File: config.mk
export PLATFORM = sky130hd
export DESIGN_NAME = reg_bank_dump_flat
export DESIGN_NICKNAME = d
export VERILOG_FILES = /design/src/rtl/reg_bank_dump_if.sv /design/src/rtl/reg_bank_dump.sv /design/src/flat_wrapper.sv
export SDC_FILE = /design/constraint.sdc
export NUM_CORES = 2
export LEC_CHECK = 0
export CAP_MARGIN = 20
export CORE_UTILIZATION = 58
export CTS_CLUSTER_DIAMETER = 120
export DETAILED_ROUTE_END_ITERATION = 8
export HOLD_SLACK_MARGIN = 0.06
export PLACE_DENSITY = 0.77
export SETUP_SLACK_MARGIN = 0.15
export SYNTH_ARGS = -nofsm -noshare
export SYNTH_HDL_FRONTEND = slang
export SYNTH_SLANG_ARGS = --single-unit
export TNS_END_PERCENT = 50
File: constraint.sdc
create_clock -name clk -period 4.25 [get_ports clk]
set_clock_uncertainty 0.1 [all_clocks]
set_input_delay 0.85 -clock clk [delete_from_list [all_inputs] [get_ports clk]]
set_output_delay 0.85 -clock clk [all_outputs]
set_load 0.03 [all_outputs]
File: src/rtl/reg_bank_dump_if.sv
`default_nettype none
// ============================================================================
// Module   : reg_bank_dump_if
// Brief    : Read/write and debug-dump signal bundle for the register bank.
// Revision : 1.0 - initial release
// ============================================================================
interface reg_bank_dump_if #(
  parameter int DATA_W = 32
);
  logic              reg_write;
  logic [4:0]        read_reg1;
  logic [4:0]        read_reg2;
  logic [4:0]        write_reg;
  logic [DATA_W-1:0] write_data;
  logic [DATA_W-1:0] read_data1;
  logic [DATA_W-1:0] read_data2;
  logic              dump_start;
  logic              dump_busy;
  logic              dump_valid;
  logic [4:0]        dump_idx;
  logic [DATA_W-1:0] dump_data;
  logic              dump_done;

  modport master (
    output reg_write, read_reg1, read_reg2, write_reg, write_data, dump_start,
    input  read_data1, read_data2, dump_busy, dump_valid, dump_idx, dump_data,
           dump_done
  );

  modport slave (
    input  reg_write, read_reg1, read_reg2, write_reg, write_data, dump_start,
    output read_data1, read_data2, dump_busy, dump_valid, dump_idx, dump_data,
           dump_done
  );
endinterface
`default_nettype wire

File: src/rtl/reg_bank_dump.sv
`default_nettype none
// ============================================================================
// Module   : reg_bank_dump
// Brief    : 32x32 MIPS register file, registered reads with write bypass,
//            plus a sequential debug dump of all registers.
// Revision : 1.0 - initial release
// ============================================================================
module reg_bank_dump #(
  parameter int                DATA_W  = 32,
  parameter logic [DATA_W-1:0] SP_INIT = DATA_W'(227)
) (
  input  wire logic          clk,
  input  wire logic          reset,
  reg_bank_dump_if.slave     bus
);

  typedef enum logic [1:0] {
    ST_IDLE = 2'd0,
    ST_DUMP = 2'd1,
    ST_DONE = 2'd2
  } state_t;

  logic [DATA_W-1:0] r_regs [32];
  state_t            r_state;
  logic [4:0]        r_cnt;
  logic [DATA_W-1:0] r_read_data1;
  logic [DATA_W-1:0] r_read_data2;
  logic              r_busy;
  logic              r_valid;
  logic [4:0]        r_idx;
  logic [DATA_W-1:0] r_data;
  logic              r_done;

  logic              w_wr_en;
  logic [DATA_W-1:0] w_rd1;
  logic [DATA_W-1:0] w_rd2;
  logic [DATA_W-1:0] w_dump_rd;

  assign w_wr_en = bus.reg_write && (bus.write_reg != 5'd0);

  // Every read path sees this cycle's write, so readers never observe stale data.
  always_comb begin
    w_rd1     = r_regs[bus.read_reg1];
    w_rd2     = r_regs[bus.read_reg2];
    w_dump_rd = r_regs[r_cnt];
    if (w_wr_en && (bus.write_reg == bus.read_reg1)) w_rd1     = bus.write_data;
    if (w_wr_en && (bus.write_reg == bus.read_reg2)) w_rd2     = bus.write_data;
    if (w_wr_en && (bus.write_reg == r_cnt))         w_dump_rd = bus.write_data;
    if (bus.read_reg1 == 5'd0) w_rd1     = '0;
    if (bus.read_reg2 == 5'd0) w_rd2     = '0;
    if (r_cnt == 5'd0)         w_dump_rd = '0;
  end

  always_ff @(posedge clk or negedge reset) begin
    if (!reset) begin
      for (int i = 0; i < 32; i++) begin
        r_regs[i] <= (i == 29) ? SP_INIT : '0;
      end
    end else if (w_wr_en) begin
      r_regs[bus.write_reg] <= bus.write_data;
    end
  end

  always_ff @(posedge clk or negedge reset) begin
    if (!reset) begin
      r_read_data1 <= '0;
      r_read_data2 <= '0;
    end else begin
      r_read_data1 <= w_rd1;
      r_read_data2 <= w_rd2;
    end
  end

  always_ff @(posedge clk or negedge reset) begin
    if (!reset) begin
      r_state <= ST_IDLE;
      r_cnt   <= 5'd0;
      r_busy  <= 1'b0;
      r_valid <= 1'b0;
      r_idx   <= 5'd0;
      r_data  <= '0;
      r_done  <= 1'b0;
    end else begin
      case (r_state)
        ST_IDLE: begin
          r_done  <= 1'b0;
          r_valid <= 1'b0;
          if (bus.dump_start) begin
            r_state <= ST_DUMP;
            r_cnt   <= 5'd0;
            r_busy  <= 1'b1;
          end else begin
            r_busy  <= 1'b0;
          end
        end
        ST_DUMP: begin
          r_valid <= 1'b1;
          r_idx   <= r_cnt;
          r_data  <= w_dump_rd;
          r_cnt   <= r_cnt + 5'd1;
          if (r_cnt == 5'd31) r_state <= ST_DONE;
        end
        ST_DONE: begin
          // Busy stays high through the done pulse and drops one edge later.
          r_valid <= 1'b0;
          r_done  <= 1'b1;
          r_state <= ST_IDLE;
        end
        default: r_state <= ST_IDLE;
      endcase
    end
  end

  assign bus.read_data1 = r_read_data1;
  assign bus.read_data2 = r_read_data2;
  assign bus.dump_busy  = r_busy;
  assign bus.dump_valid = r_valid;
  assign bus.dump_idx   = r_idx;
  assign bus.dump_data  = r_data;
  assign bus.dump_done  = r_done;

endmodule
`default_nettype wire

File: src/flat_wrapper.sv
// flat-port wrapper written by rule: the top's interface ports become plain ports
module reg_bank_dump_flat 
#(
  parameter int                DATA_W  = 32,
  parameter logic [DATA_W-1:0] SP_INIT = DATA_W'(227)
)
  (clk, reset, bus_reg_write, bus_read_reg1, bus_read_reg2, bus_write_reg, bus_write_data, bus_dump_start, bus_read_data1, bus_read_data2, bus_dump_busy, bus_dump_valid, bus_dump_idx, bus_dump_data, bus_dump_done);
  reg_bank_dump_if #(.DATA_W(DATA_W)) bus_i ();
  input  wire logic clk;
  input  wire logic reset;
  input wire logic [$bits(bus_i.reg_write)-1:0] bus_reg_write;
  input wire logic [$bits(bus_i.read_reg1)-1:0] bus_read_reg1;
  input wire logic [$bits(bus_i.read_reg2)-1:0] bus_read_reg2;
  input wire logic [$bits(bus_i.write_reg)-1:0] bus_write_reg;
  input wire logic [$bits(bus_i.write_data)-1:0] bus_write_data;
  input wire logic [$bits(bus_i.dump_start)-1:0] bus_dump_start;
  output wire logic [$bits(bus_i.read_data1)-1:0] bus_read_data1;
  output wire logic [$bits(bus_i.read_data2)-1:0] bus_read_data2;
  output wire logic [$bits(bus_i.dump_busy)-1:0] bus_dump_busy;
  output wire logic [$bits(bus_i.dump_valid)-1:0] bus_dump_valid;
  output wire logic [$bits(bus_i.dump_idx)-1:0] bus_dump_idx;
  output wire logic [$bits(bus_i.dump_data)-1:0] bus_dump_data;
  output wire logic [$bits(bus_i.dump_done)-1:0] bus_dump_done;
  assign bus_i.reg_write = bus_reg_write;
  assign bus_i.read_reg1 = bus_read_reg1;
  assign bus_i.read_reg2 = bus_read_reg2;
  assign bus_i.write_reg = bus_write_reg;
  assign bus_i.write_data = bus_write_data;
  assign bus_i.dump_start = bus_dump_start;
  assign bus_read_data1 = bus_i.read_data1;
  assign bus_read_data2 = bus_i.read_data2;
  assign bus_dump_busy = bus_i.dump_busy;
  assign bus_dump_valid = bus_i.dump_valid;
  assign bus_dump_idx = bus_i.dump_idx;
  assign bus_dump_data = bus_i.dump_data;
  assign bus_dump_done = bus_i.dump_done;
  reg_bank_dump #(.DATA_W(DATA_W), .SP_INIT(SP_INIT)) u_core (.clk(clk), .reset(reset), .bus(bus_i));
endmodule
==> reports/results.ini <==
[clock_network]
clock-sinks = 1135
cts_setup_buffers = 0
clkLatencyLatePin_ps = 770
postCtsResizedCells = 0
cts.clk_slew.worst_paths_ps = 60
clockBufferDepth = 3
numCtsBuffers = 130
cts_tree = done
hold_buffers = 1
clockRootBuffer = clkbuf_16
h-tree-depth = 4

[yosys]
ys_async_sr_fraction = 1.00
netlist.area_leader.share = 0.425
synth_area_leader_cell = dfrtp_1
yosys_warnings = 0
synthTopCellsByArea = dfrtp_1 (43%), mux4_2 (19%), mux2_2 (17%), mux2i_1 (6.3%), clkbuf_1 (1.7%)
synth_edf_count = 0
synth_ff_type = dfrtp_1
synth-seq-area-share = 0.427
syn_area_per_cell_um2 = 14.0
synth_cell_types = 60
syn_area_um2 = 66500
synth_fp_nets = 4813
synthCells = 4759
ys_ff_latch = 1135

[die]
initial_core_util = 0.588
die_height_um = 341
io_pins = 155
num_rows = 123
die_area_um2 = 116000
coreArea_um2 = 113000
die_width_um = 341

[critical_path]
worst_path_dominant_cell_family = buffers and inverters
start_kind = flip-flop
path_depth = 6
critPathKind = flip-flop to flip-flop
cp_num_buf_inv = 2
end_kind = flip-flop
path_cells = inv_1 > ha_1 > a31o_2 > nor2_4 > buf_4 > a221o_1
path_max_fanout = 20
crit_arrival_ps = 4010
cp.required_ps = 4830
critical-path-slowest-cell = dfrtp_4
max_stage_delay_ps = 750
rr_worst_depth = 6

[pwr]
p_int_mw = 27.3
netSwitchingFraction = 0.354
p_seq_frac = 0.365
p_total_mw = 42.3
combPwrFrac = 0.363
power.share.clock = 0.272
peakVddDrop_mv = 0.608
leakage_nw = 32.2
p_per_area_nw_per_um2 = 561
switching_power_mw = 15.0

[global_route]
grt_pass1_vias = 50200
grt_pass1_wl_mm = 354
grt_overflow = 0
antenna_found_initial = 15
grt.total_usage = 0.424
grt_max_degree = 132

[placed_design]
place_congestion = 0.965
numPortBuffers = 154
hpwlAfterDp_mm = 152
dp.cells = 6158

[status]
status = finished, final reports clean

[sta]
finalSetupTns_ps = 0
period_minus_slack_ps = 3430
rsz0062_at_grt = false
final-max-slew-violation-count = 0
worstMarginPinSlew_ps = 1240
slew_headroom = 0.174
period_share = 0.807
hold_slack_ps = 314
setup_violations = 0
hold_violations = 0
fmax_mhz = 291

[cells_and_area]
nets = 4857
seq_area_um2 = 28400
multi_input_area_um2 = 35800
fillers = 7788
synthToLayoutAreaGrowth_pct = 13.3
stdcell_count = 6406
drive_above_1_share = 0.449

[detailed_routing]
ant_nets = 0
wirelength_mm = 246
drt_iter0_drc = 7922
routed_via_density = 7.91
drc_errors = 0
wire_per_inst_um = 38.3
first_pass_iters = 9
vias = 50600

[job]
cap_violations = 0

[min_path]
hold_path.class = flip-flop to flip-flop
min_path_cells = 0

## final timing paths
| check | startpoint | to | slack, ps |
|---|---|---|---|
| min in group asynchronous | reset | u_core.r_regs[526] | 510 |
| max | u_core.r_cnt[1] | u_core.bus.dump_data[11] | 820 |
| max reg2reg | u_core.r_cnt[1] | u_core.bus.dump_data[11] | 820 |
| min | u_core.r_regs[999] | u_core.r_regs[999] | 310 |
| min reg2reg | u_core.r_regs[999] | u_core.r_regs[999] | 310 |
| max in group asynchronous | reset | u_core.r_regs[977] | 2240 |
## cells in the final DEF (no fill, tap or decap), types with 107 or more instances in the layout
master,synthesis,layout
mux2i_1,421,421
clkbuf_16,0,136
a21oi_1,107,107
a22oi_1,143,143
clkdlybuf4s50_1,0,143
dfrtp_1,1130,1126
mux4_2,574,574
buf_4,38,240
nand2_1,135,119
mux2_2,1010,1010
## per-layer routing
metal  track usage  wire length (um)  vias to the layer above  share of wire
met1         0.553             85600                    26000           0.35
li1              -                 -                    18900              -
met2         0.587            103000                     4493           0.42
met5       0.00449               239                        -        0.00097
met4         0.290             19800                       26          0.081
met3         0.158             36500                     1219           0.15
## cell usage after synthesis, types with 5 or more instances
cell / number
mux2_1: 8
clkbuf_1: 301
o211a_1: 5
o21bai_1: 5
nor3b_1: 9
mux2i_1: 421
nand3b_1: 6
buf_4: 38
nor2b_1: 11
a21oi_1: 107
o221ai_1: 48
xor2_1: 11
a32o_1: 32
or4_1: 5
nand4_1: 6
a2111oi_2: 15
a22o_1: 29
nor2_1: 52
buf_1: 87
o21ai_0: 38
o22ai_1: 70
a221o_1: 50
inv_1: 8
dfstp_2: 5
mux2_2: 1010
a211o_1: 5
and2_1: 5
buf_2: 105
a211oi_1: 51
nor3_1: 68
a22oi_1: 143
nand3_1: 47
buf_6: 21
nand2b_1: 8
mux4_2: 574
a2111oi_0: 9
nand2_1: 135
a221oi_1: 39
dfrtp_1: 1130
## flip-flops by register name, summed over array words and instances, names as in the netlist
register	count
u_core.r_regs	1024
u_core.bus.dump_valid	1
u_core.bus.dump_busy	1
u_core.bus.read_data1	32
u_core.bus.dump_idx	5
u_core.bus.dump_done	1
u_core.bus.dump_data	32
u_core.r_cnt	5
u_core.r_state	2
u_core.bus.read_data2	32
## metrics by stage
stage	setup WS [ps]	instance area (um2)	utilization
after detailed placement	424	70700	0.625
after CTS	997	75100	0.664
after global routing	942	75400	0.666
after global placement	506	70600	0.624
final	819	75400	0.666
after floorplan	1340	66500	-
## cell type report
| class | count | area share |
|---|---|---|
| sequential | 1135 | 0.377 |
| clock buffer | 183 | 0.0504 |
| timing repair buffer | 468 | 0.0652 |
| multi-input combinational | 3060 | 0.475 |
| clock inverter | 47 | 0.00722 |
| inverter | 8 | 0.000398 |
| antenna | 5 | 0.000166 |
| tap | 1500 | 0.0249 |
## cell families after synthesis
logic type	synth area share
AO/OA/AOI/OAI	0.0753
adder cells (fa/ha/maj)	0.000564
flip-flops	0.427
buffers and inverters	0.0392
multiplexers	0.430
XOR/XNOR	0.00197
AND/OR/NAND/NOR	0.0259
## power by group through the flow
stage	clock network, mW	registers (mW)	logic, mW
after floorplan	0	14.9	9.92
after global placement	0	15.2	14.6
after CTS	11.5	15.2	15.0
after global routing	12.0	15.6	15.8
after detailed placement	0	15.4	14.9
final	11.5	15.4	15.4
(Power assumes the default switching activity.)
